`src/rtl/multdiv_ctrl_pkg.sv`:
```
// Shared funct codes, state encoding and decode helpers for the mult/div controller.
// SPECIAL2 ops carry bit 5 set so that no real operation ever encodes as the idle code 0.
package multdiv_ctrl_pkg;

    localparam logic [5:0] FUNCT_IDLE   = 6'h00;
    localparam logic [5:0] FUNCT_MULT   = 6'h18;
    localparam logic [5:0] FUNCT_MULTU  = 6'h19;
    localparam logic [5:0] FUNCT_DIV    = 6'h1A;
    localparam logic [5:0] FUNCT_DIVU   = 6'h1B;
    localparam logic [5:0] FUNCT2_MADD  = 6'h20;
    localparam logic [5:0] FUNCT2_MADDU = 6'h21;
    localparam logic [5:0] FUNCT2_MUL   = 6'h22;
    localparam logic [5:0] FUNCT2_MSUB  = 6'h24;
    localparam logic [5:0] FUNCT2_MSUBU = 6'h25;

    typedef enum logic [1:0] {
        ST_IDLE  = 2'd0,
        ST_RUN   = 2'd1,
        ST_HOLD  = 2'd2,
        ST_DRAIN = 2'd3
    } state_t;

    function automatic logic is_mul_to_gpr(input logic [5:0] f);
        return f == FUNCT2_MUL;
    endfunction

endpackage

```
`src/rtl/multdiv_ctrl.sv`:
```
// EX-stage sequencer for the shared multiply/divide unit: latches the request, owns the
// EX stall, commits the result to HI/LO or the GPR, and enforces the unit restart contract.
module multdiv_ctrl
    import multdiv_ctrl_pkg::*;
#(
    parameter int FUNCT_W    = 6,
    parameter int DIV_CYCLES = 17,
    parameter int DATA_W     = 32
) (
    input  logic                  clk,
    input  logic                  rst,
    input  logic                  req,
    input  logic [FUNCT_W-1:0]    funct,
    input  logic [DATA_W-1:0]     op1,
    input  logic [DATA_W-1:0]     op2,
    input  logic [DATA_W-1:0]     hi_in,
    input  logic [DATA_W-1:0]     lo_in,
    input  logic                  flush,
    input  logic                  stall_in,
    output logic [FUNCT_W-1:0]    md_funct,
    output logic [DATA_W-1:0]     md_op1,
    output logic [DATA_W-1:0]     md_op2,
    output logic [DATA_W-1:0]     md_hi,
    output logic [DATA_W-1:0]     md_lo,
    input  logic                  md_done,
    input  logic [2*DATA_W-1:0]   md_result,
    output logic                  stall_req,
    output logic                  hilo_we,
    output logic [DATA_W-1:0]     hi_wdata,
    output logic [DATA_W-1:0]     lo_wdata,
    output logic                  gpr_we,
    output logic [DATA_W-1:0]     gpr_wdata,
    output logic                  busy
);

    localparam int CNT_W = $clog2(DIV_CYCLES + 1);

    state_t                r_state, w_next;
    logic [FUNCT_W-1:0]    r_funct;
    logic [DATA_W-1:0]     r_op1, r_op2, r_hi, r_lo;
    logic [2*DATA_W-1:0]   r_res;
    logic [CNT_W-1:0]      r_cnt;

    logic w_latch, w_capture, w_load, w_strobe, w_is_mul;

    assign w_is_mul = is_mul_to_gpr(6'(r_funct));

    always_comb begin
        w_next    = r_state;
        w_latch   = 1'b0;
        w_capture = 1'b0;
        w_load    = 1'b0;
        w_strobe  = 1'b0;
        stall_req = 1'b0;
        md_funct  = '0;
        case (r_state)
            ST_IDLE: begin
                stall_req = req & ~flush;
                if (req && !flush) begin
                    w_latch = 1'b1;
                    w_next  = ST_RUN;
                end
            end
            ST_RUN: begin
                stall_req = 1'b1;
                md_funct  = r_funct;
                // A flush wins over done: the unit may still be mid-op, so drain it.
                if (flush) begin
                    w_load = 1'b1;
                    w_next = ST_DRAIN;
                end else if (md_done) begin
                    w_capture = 1'b1;
                    w_next    = ST_HOLD;
                end
            end
            ST_HOLD: begin
                if (flush) begin
                    w_next = ST_IDLE;
                end else if (!stall_in) begin
                    w_strobe = 1'b1;
                    w_next   = ST_IDLE;
                end
            end
            ST_DRAIN: begin
                stall_req = req;
                if (r_cnt <= CNT_W'(1))
                    w_next = ST_IDLE;
            end
            default: w_next = ST_IDLE;
        endcase
    end

    always_ff @(posedge clk) begin
        if (rst) begin
            r_state <= ST_IDLE;
            r_funct <= '0;
            r_op1   <= '0;
            r_op2   <= '0;
            r_hi    <= '0;
            r_lo    <= '0;
            r_res   <= '0;
            r_cnt   <= '0;
        end else begin
            r_state <= w_next;
            if (w_latch) begin
                r_funct <= funct;
                r_op1   <= op1;
                r_op2   <= op2;
                r_hi    <= hi_in;
                r_lo    <= lo_in;
            end
            if (w_capture)
                r_res <= md_result;
            if (w_load)
                r_cnt <= CNT_W'(DIV_CYCLES);
            else if (r_state == ST_DRAIN && r_cnt != '0)
                r_cnt <= r_cnt - CNT_W'(1);
        end
    end

    assign md_op1    = r_op1;
    assign md_op2    = r_op2;
    assign md_hi     = r_hi;
    assign md_lo     = r_lo;
    assign hilo_we   = w_strobe & ~w_is_mul;
    assign gpr_we    = w_strobe & w_is_mul;
    assign hi_wdata  = r_res[2*DATA_W-1:DATA_W];
    assign lo_wdata  = r_res[DATA_W-1:0];
    assign gpr_wdata = r_res[DATA_W-1:0];
    assign busy      = r_state != ST_IDLE;

endmodule

```
`config.mk`:
```
export PLATFORM = sky130hd
export DESIGN_NAME = multdiv_ctrl
export DESIGN_NICKNAME = d
export VERILOG_FILES = /design/src/rtl/multdiv_ctrl_pkg.sv /design/src/rtl/multdiv_ctrl.sv
export SDC_FILE = /design/constraint.sdc
export NUM_CORES = 1
export LEC_CHECK = 0
export ABC_AREA = 0
export BUFFER_PORTS_ARGS = -buffer_cell sky130_fd_sc_hd__buf_2
export CELL_PAD_IN_SITES_DETAIL_PLACEMENT = 1
export CELL_PAD_IN_SITES_GLOBAL_PLACEMENT = 1
export CORE_AREA = 3 3 170 172
export CTS_BUF_LIST = sky130_fd_sc_hd__clkbuf_4 sky130_fd_sc_hd__clkbuf_8
export CTS_CLUSTER_DIAMETER = 40
export DETAILED_ROUTE_END_ITERATION = 6
export DIE_AREA = 0 0 173 175
export PLACE_DENSITY = 0.77
export SLEW_MARGIN = 20
export SYNTH_ARGS = -nofsm -noshare
export SYNTH_HDL_FRONTEND = slang
export SYNTH_SLANG_ARGS = --single-unit
```
`constraint.sdc`:
```
create_clock -name clk -period 1.95 [get_ports clk]
set_input_delay 0.2925 -clock clk [delete_from_list [all_inputs] [get_ports clk]]
set_output_delay 0.2925 -clock clk [all_outputs]
set_load 0.01 [all_outputs]
```
==> out/metrics.cfg, run 1 <==
[synthesis]
synth.net_count=1162
synth_edf_count=0
ys.flop_type=dfxtp_1
yosysTopAreaCell=dfxtp_1
synthTopCellsByArea=dfxtp_1 54%, nand2_1 20%, a21oi_1 13%
syn_area_per_cell_um2=7.92
synth_cells=956
synth_common_cells=399 x nand2_1, 205 x dfxtp_1, 200 x a21oi_1, 46 x clkbuf_1, 39 x buf_4
syn_area_um2=7570
yosysTopAreaCellShare=0.542
synth.most_common_cell=nand2_1
yosys_warnings=0
yosysUniqueCellTypes=34
ys_ff_latch=205
ys_seq_area_frac=0.542
async_flop_share=0

[cts]
clkSlewWorstSetupHoldPaths_ns=0.07
cts_root_buf=clkbuf_8
cts_sinks=205
ctsLongestPathBuffers=3
h-tree-depth=2
cts_tree=done
numCtsBuffers=42
clk-insertion-delay-late_ns=0.54

[cells_and_area]
fill_cells=3426
syn_to_final_growth_pct=68.4
fin_nets=1741
drive_gt1_frac=0.352
finalInstanceArea_um2=12700

[timing]
slew_headroom=0.585
min_period_over_period=1.04
skew_ns=0.0266
tns_ns=-0.141
worst_pin_slew_ns=0.622
rsz0062_at_grt=yes
hold_viol=0
timing.fmax_mhz=494
drv_slew=0
setup_viol=2
fin_ws_ns=-0.0738
finalCriticalPeriod_ns=2.02

[worst_setup_path]
cp-start-kind=register
critPathKind=reg2out
cp_data_arrival_time_ns=1.73
required_ns=1.66
crit_start=r_funct[3]
crit-reg2reg-launch=r_state[0]
worstSetupEndpointType=output port
crit_fanout=2
r2r_cells=6

[power]
intPower_mw=8.31
p_clk_frac=0.469
p_seq_frac=0.404
finalPower_mw=11.1
switching_power_mw=2.77
power_density_nw_per_um2=869
peakVddDrop_mv=0.551
netSwitchingFraction=0.250
leakage_nw=5.85
pwr-share-comb=0.128

[detailed_routing]
wirelength_um=35400
drt_iter0_drc=378
viasPerCell=4.63
num_vias=9030
firstDrtPassIters=4
ant_nets=0
drc=0
routedWlPerCell_um=18.1

[place]
io_buffers=437
hpwl_um=19900
dp_slack_ns=0.158
placed_area_um2=9900
gp_congestion=0.835

[status]
violations=negative setup slack
outcome=finished, violations left

[global_routing]
grt_pass1_vias=10000
grt-ovfl-total=0
grtUsageTotal=0.221
antenna_found_initial=7
grt_max_degree=122
grt_first_pass_wirelength_um=54200

[worst_hold_path]
hold_depth=3
min_from=hi_in[12]
hp-class=in2reg

[die]
row_count=61
die_area_um2=30300
die_h_um=175
initial_utilization=0.274
die_x_um=173
io_pins=438
core_um2=27600

[run]
drv_cap=0

layout make-up:
class	count	area (µm²)	share of cell area
inverter	4	15.0	0.00118
sequential	205	4110	0.323
multi-input combinational	645	2920	0.229
antenna	7	17.5	0.00137
clock inverter	10	180	0.0141
timing repair buffer	637	4240	0.332
tap	378	473	0.0371
clock buffer	65	795	0.0623
through the flow:
step / utilization / hold WS, ns / instances
final: 0.461 / 0.0292 / 1951
after global routing: 0.461 / 0.0104 / 1951
after CTS: 0.458 / 0.00106 / 1940
after detailed placement: 0.358 / 0.445 / 1687
after global placement: 0.358 / 0.438 / 1687
after floorplan: - / 0.428 / 956
layer usage:
layer	vias up	wire length, µm	global-route usage
met1	4287	12900	0.225
li1	4232	-	-
met3	123	1940	0.0532
met4	0	1770	0.125
met2	388	18800	0.414
met5	-	0	0
layout by cell type (no fill, tap or decap), types with 2 or more instances in the layout:
cell,count
buf_2,435
nand2_1,399
dfxtp_1,201
a21oi_1,200
dlygate4sd3_1,176
clkbuf_8,49
buf_4,17
clkbuf_4,16
buf_12,8
diode_2,7
and2_1,6
o21ai_0,5
bufinv_16,5
inv_1,4
or3_1,4
a221oi_1,3
clkinv_2,3
nor2b_1,2
nor4b_2,2
nand3b_1,2
nor4b_4,2
or4_1,2
ha_1,2
clkinvlp_4,2
dfxtp_2,2
dfxtp_4,2
sequential cells by signal, summed over array words and instances, names as in the netlist:
| signal | count |
|---|---|
| md_lo | 32 |
| r_funct | 6 |
| r_state | 2 |
| r_res | 64 |
| md_hi | 32 |
| md_op2 | 32 |
| r_cnt | 5 |
| md_op1 | 32 |
power groups by stage:
stage               sequential [mW]  clock (mW)  combinational, mW
global placement               4.54           0               1.04
global route                   4.49        5.54               1.53
finish                         4.47        5.19               1.41
CTS                            4.47        5.26               1.35
floorplan                      4.61           0              0.458
detailed placement             4.55           0               1.06
kinds of logic after synthesis:
logic type | after synthesis | share of synthesized area
AOI/OAI and AO/OA | 215 | 0.146
adders and majority gates | 2 | 0.00330
buffers and inverters | 106 | 0.0805
DFF | 205 | 0.542
and+or+nand+nor | 428 | 0.228
final timing paths:
| kind | endpoint | slack, ns |
|---|---|---|
| worst max-delay path | hilo_we | -0.07 |
| worst min-delay path | md_hi[12] | 0.03 |
| worst max register to register | md_op2[3] | 0.11 |
| worst min register to register | md_op2[29] | 0.45 |
worst max-delay path: stages, from the launching register on:
cell and delay (ns):
dfxtp_2 0.34, nor4b_2 0.26, nand3b_1 0.15, buf_4 0.16, nor4b_4 0.12, buf_4 0.15
repair_timing:
| item | in CTS | in global routing |
|---|---|---|
| endpoints found under the setup margin | 9 | 9 |
| gates cloned | 0 | 0 |
| hold endpoints to repair | 176 | 0 |
| hold buffers | 176 | 0 |
| setup buffers | 2 | 4 |
| pin swaps | 0 | 1 |
| gates resized for setup | 6 | 7 |
(Power assumes the default switching activity.)
==> run 2, diff against run 1 <==
- CTS_CLUSTER_DIAMETER: 40 -> 30
- MAX_ROUTING_LAYER: not set -> met4
==> run 2 against run 1 <==
  * Register-to-register slack about the same
  * Routed wire length up 4.2%
  * The run still ends with negative setup slack left
  * Maximum frequency up 1.3%
  * Clock power up 28%
  * Worst hold slack better by 0.010 ns
  * Largest cell class unchanged
  * First-iteration DRC count up 6.1%
==> out/metrics.cfg, run 2 (synthesis gave the netlist of run 1 again) <==
[timing]
timing.fmax_mhz=500
rsz0062_at_grt=yes
slew_headroom=0.573
tns_ns=-0.0951
skew_ns=0.0241
worst_pin_slew_ns=0.641
hold_viol=0
fin_ws_ns=-0.0483
setup_viol=2
finalCriticalPeriod_ns=2.00
drv_slew=0
min_period_over_period=1.02

[cts]
cts_root_buf=clkbuf_8
numCtsBuffers=54
clkSlewWorstSetupHoldPaths_ns=0.05
cts_sinks=205
clk-insertion-delay-late_ns=0.56
h-tree-depth=2
ctsLongestPathBuffers=3
cts_tree=done

[place]
hpwl_um=19900
dp_slack_ns=0.158
io_buffers=437
gp_congestion=0.848
placed_area_um2=9900

[die]
die_h_um=175
row_count=61
io_pins=438
die_x_um=173
core_um2=27600
die_area_um2=30300
initial_utilization=0.274

[detailed_routing]
drt_iter0_drc=401
ant_nets=0
drc=0
firstDrtPassIters=4
viasPerCell=4.64
wirelength_um=36900
num_vias=9193
routedWlPerCell_um=18.6

[worst_hold_path]
hp-class=in2reg

[global_routing]
antenna_found_initial=5
grt_max_degree=122
grt-ovfl-total=0
grt_first_pass_wirelength_um=56300
grtUsageTotal=0.236
grt_pass1_vias=10300

[cells_and_area]
final_cell_mix=436 x buf_2, 399 x nand2_1, 201 x dfxtp_1
drive_gt1_frac=0.359
largest-register=r_res
finalInstanceArea_um2=13200
fin_nets=1764
final_common_cell=buf_2
seq_area_um2=4110
fill_cells=3345
syn_to_final_growth_pct=74.4
multi_input_area_um2=2930
largest_reg_flops=64

[worst_setup_path]
critPathKind=reg2out
cp-start-kind=register
crit_fanout=2
rrSetupSlack_ns=0.12
cp_data_arrival_time_ns=1.71
required_ns=1.66
worstSetupEndpointType=output port

[power]
leakage_nw=6.05
power_density_nw_per_um2=952
finalPower_mw=12.6
peakVddDrop_mv=0.680

[status]
violations=negative setup slack
outcome=finished, violations left

[run]
drv_cap=0

-- run 2: final timing paths --
check | start | to | cells after the start
setup / recovery | r_funct[3] | hilo_we | 5
hold / removal | op2[21] | md_op2[21] | 3
setup reg to reg | r_state[0] | md_op2[0] | 6
hold reg to reg | md_op2[13] | md_op2[13] | 2
-- run 2: cell type report --
class	instances	area share
Antenna cell	6	0.00114
Clock buffer	72	0.0698
Clock inverter	24	0.0293
Inverter	4	0.00114
Multi-Input combinational cell	645	0.222
Sequential cell	205	0.312
Tap cell	378	0.0358
Timing Repair Buffer	648	0.329
-- run 2: timing repair --
item / CTS / global route
resized for setup: 6 / 8
endpoints found under the hold margin: 186 / 0
hold buffers: 186 / 0
buffers inserted: 1 / 5
setup endpoints to repair: 8 / 9
pin swaps: 0 / 1
gates cloned: 0 / 1
-- run 2: worst max-delay path, stage by stage (launching register included) --
cell and delay [ns]:
dfxtp_4 0.36, nor4b_4 0.23, nand3b_1 0.14, buf_4 0.16
nor4b_4 0.12, buf_2 0.15
-- run 2: layer usage --
layer	share of wire	GRT usage	wire length (µm)
met5	0	-	0
met4	0.042	0.110	1570
met3	0.052	0.0485	1920
met2	0.54	0.438	19800
met1	0.37	0.238	13600
-- run 2: report_power, final --
group	total [mW]	internal [mW]	switching, mW	leakage (nW)
combinational	1.44	0.706	0.738	3.72
sequential	4.48	4.37	0.116	1.67
clock	6.64	4.40	2.24	0.667
total	12.6	9.47	3.09	6.05
-- run 2: through the flow --
stage	cells	hold WS (ns)	util
after floorplan	956	0.428	-
after global placement	1687	0.438	0.358
after detailed placement	1687	0.445	0.358
after CTS	1970	0.00152	0.474
after global routing	1981	0.0150	0.478
final	1982	0.0395	0.478
==> run 3, diff against run 2 <==
- SKIP_CTS_REPAIR_TIMING: not set -> 1
==> run 3 against run 2 <==
  * The run ends with negative hold slack, negative setup slack left
  * Total power fell by 0.83%
  * Critical path depth decreased by 2
  * Maximum frequency decreased by 3.6%
==> out/metrics.cfg, run 3 (synthesis gave the netlist of run 1 again) <==
[worst_hold_path]
hold_depth=3
hp-class=in2reg
min_to=md_op1[8]
min_from=op1[8]

[global_routing]
grt_first_pass_wirelength_um=43700
grt-ovfl-total=0
grt_max_degree=122
grtUsageTotal=0.180
antenna_found_initial=4
grt_pass1_vias=8371

[die]
die_h_um=175
initial_utilization=0.274
die_area_um2=30300
io_pins=438
row_count=61
core_um2=27600
die_x_um=173

[detailed_routing]
ant_nets=0
routedWlPerCell_um=18.1
firstDrtPassIters=4
viasPerCell=4.62
num_vias=8966
wirelength_um=35200
drt_iter0_drc=435
drc=0

[power]
leakage_nw=5.88
finalPower_mw=12.5
power_density_nw_per_um2=975
peakVddDrop_mv=0.757

[cells_and_area]
fin_nets=1726
finalNonFillerCells=1942
drive_gt1_frac=0.365
largest_reg_flops=64
final_common_cell=buf_2
syn_to_final_growth_pct=68.9
finalInstanceArea_um2=12800
final_cell_mix=436 x buf_2, 399 x nand2_1, 201 x dfxtp_1
fill_cells=3385
utilization=0.463
largest-register=r_res

[timing]
fin_hold_ws_ns=-0.00938
fin_ws_ns=-0.122
finalCriticalPeriod_ns=2.07
setup_viol=2
tns_ns=-0.160
timing.fmax_mhz=483
skew_ns=0.0209
slew_headroom=0.586
rsz0062_at_grt=yes
worst_pin_slew_ns=0.621
drv_slew=0
min_period_over_period=1.06
hold_viol=2

[worst_setup_path]
slowest_stage=dfxtp_2
cpPeakStageDelay_ns=0.46
path_buf_inv=1
cp_top_family=simple AND/OR/NAND/NOR gates
required_ns=1.66
worstSetupEndpointType=output port
cp-start-kind=register
rrSetupSlack_ns=0.15
critPathKind=reg2out
crit_chain=nand2b_1 > nor4b_1 > buf_2
crit-reg2reg-launch=r_state[0]
r2r_cells=6
crit_fanout=9
reg2reg_to=md_hi[7]
cp_data_arrival_time_ns=1.78

[place]
gp_congestion=0.848
hpwl_um=19900
io_buffers=437
dp_slack_ns=0.158
placed_area_um2=9900
dp_cells=1687

[cts]
cts_tree=done
clkSlewWorstSetupHoldPaths_ns=0.06
numCtsBuffers=54
cts_root_buf=clkbuf_8
cts_sinks=205
h-tree-depth=2
ctsLongestPathBuffers=3
clk-insertion-delay-late_ns=0.55

[status]
outcome=finished, violations left
violations=negative hold slack, negative setup slack

[run]
drv_cap=0

run 3: changes by cell type in the layout (fill, tap and decap cells not counted), moves of 2 or more:
cell / previous run / this run
dlygate4sd3_1: 186 / 151
buf_4: 16 / 14
diode_2: 6 / 4
nor4b_4: 3 / 1
run 3: layout make-up:
class	instances	area [µm²]	area share
timing repair buffer	610	3970	0.310
clock buffer	72	922	0.0721
antenna	4	10.0	0.000783
tap	378	473	0.0370
sequential	205	4110	0.321
inverter	4	15.0	0.00117
multi-input combinational	645	2900	0.227
clock inverter	24	387	0.0302
run 3: routing by layer:
layer  GRT usage  routed length, µm
met5           -                  0
met3      0.0424               1810
met1       0.204              13200
met2       0.311              18600
met4      0.0693               1580
run 3: worst reg2reg max path, cell delays in order, from the launching register on:
cell	delay, ns
dfxtp_4	0.37
buf_4	0.16
nor4b_4	0.30
buf_12	0.30
buf_4	0.34
nand2_1	0.10
a21oi_1	0.15
run 3: how the worst max path moves through the flow:
stage               slack, ns  endpoint       start  cells past startpoint
finish                  -0.12   hilo_we  r_state[1]                      3
global route            -0.17   hilo_we  r_state[1]                      3
CTS                     -0.26   hilo_we  r_state[1]                      3
detailed placement       0.16  r_cnt[1]    r_cnt[0]                      5
global placement         0.33  r_cnt[3]    r_cnt[0]                      5
floorplan                0.35  md_hi[0]  r_state[1]                      7
run 3: report_power, final:
group / internal, mW / switching [mW]
combinational: 0.654 / 0.712
clock: 4.40 / 2.22
sequential: 4.37 / 0.110
total: 9.42 / 3.04
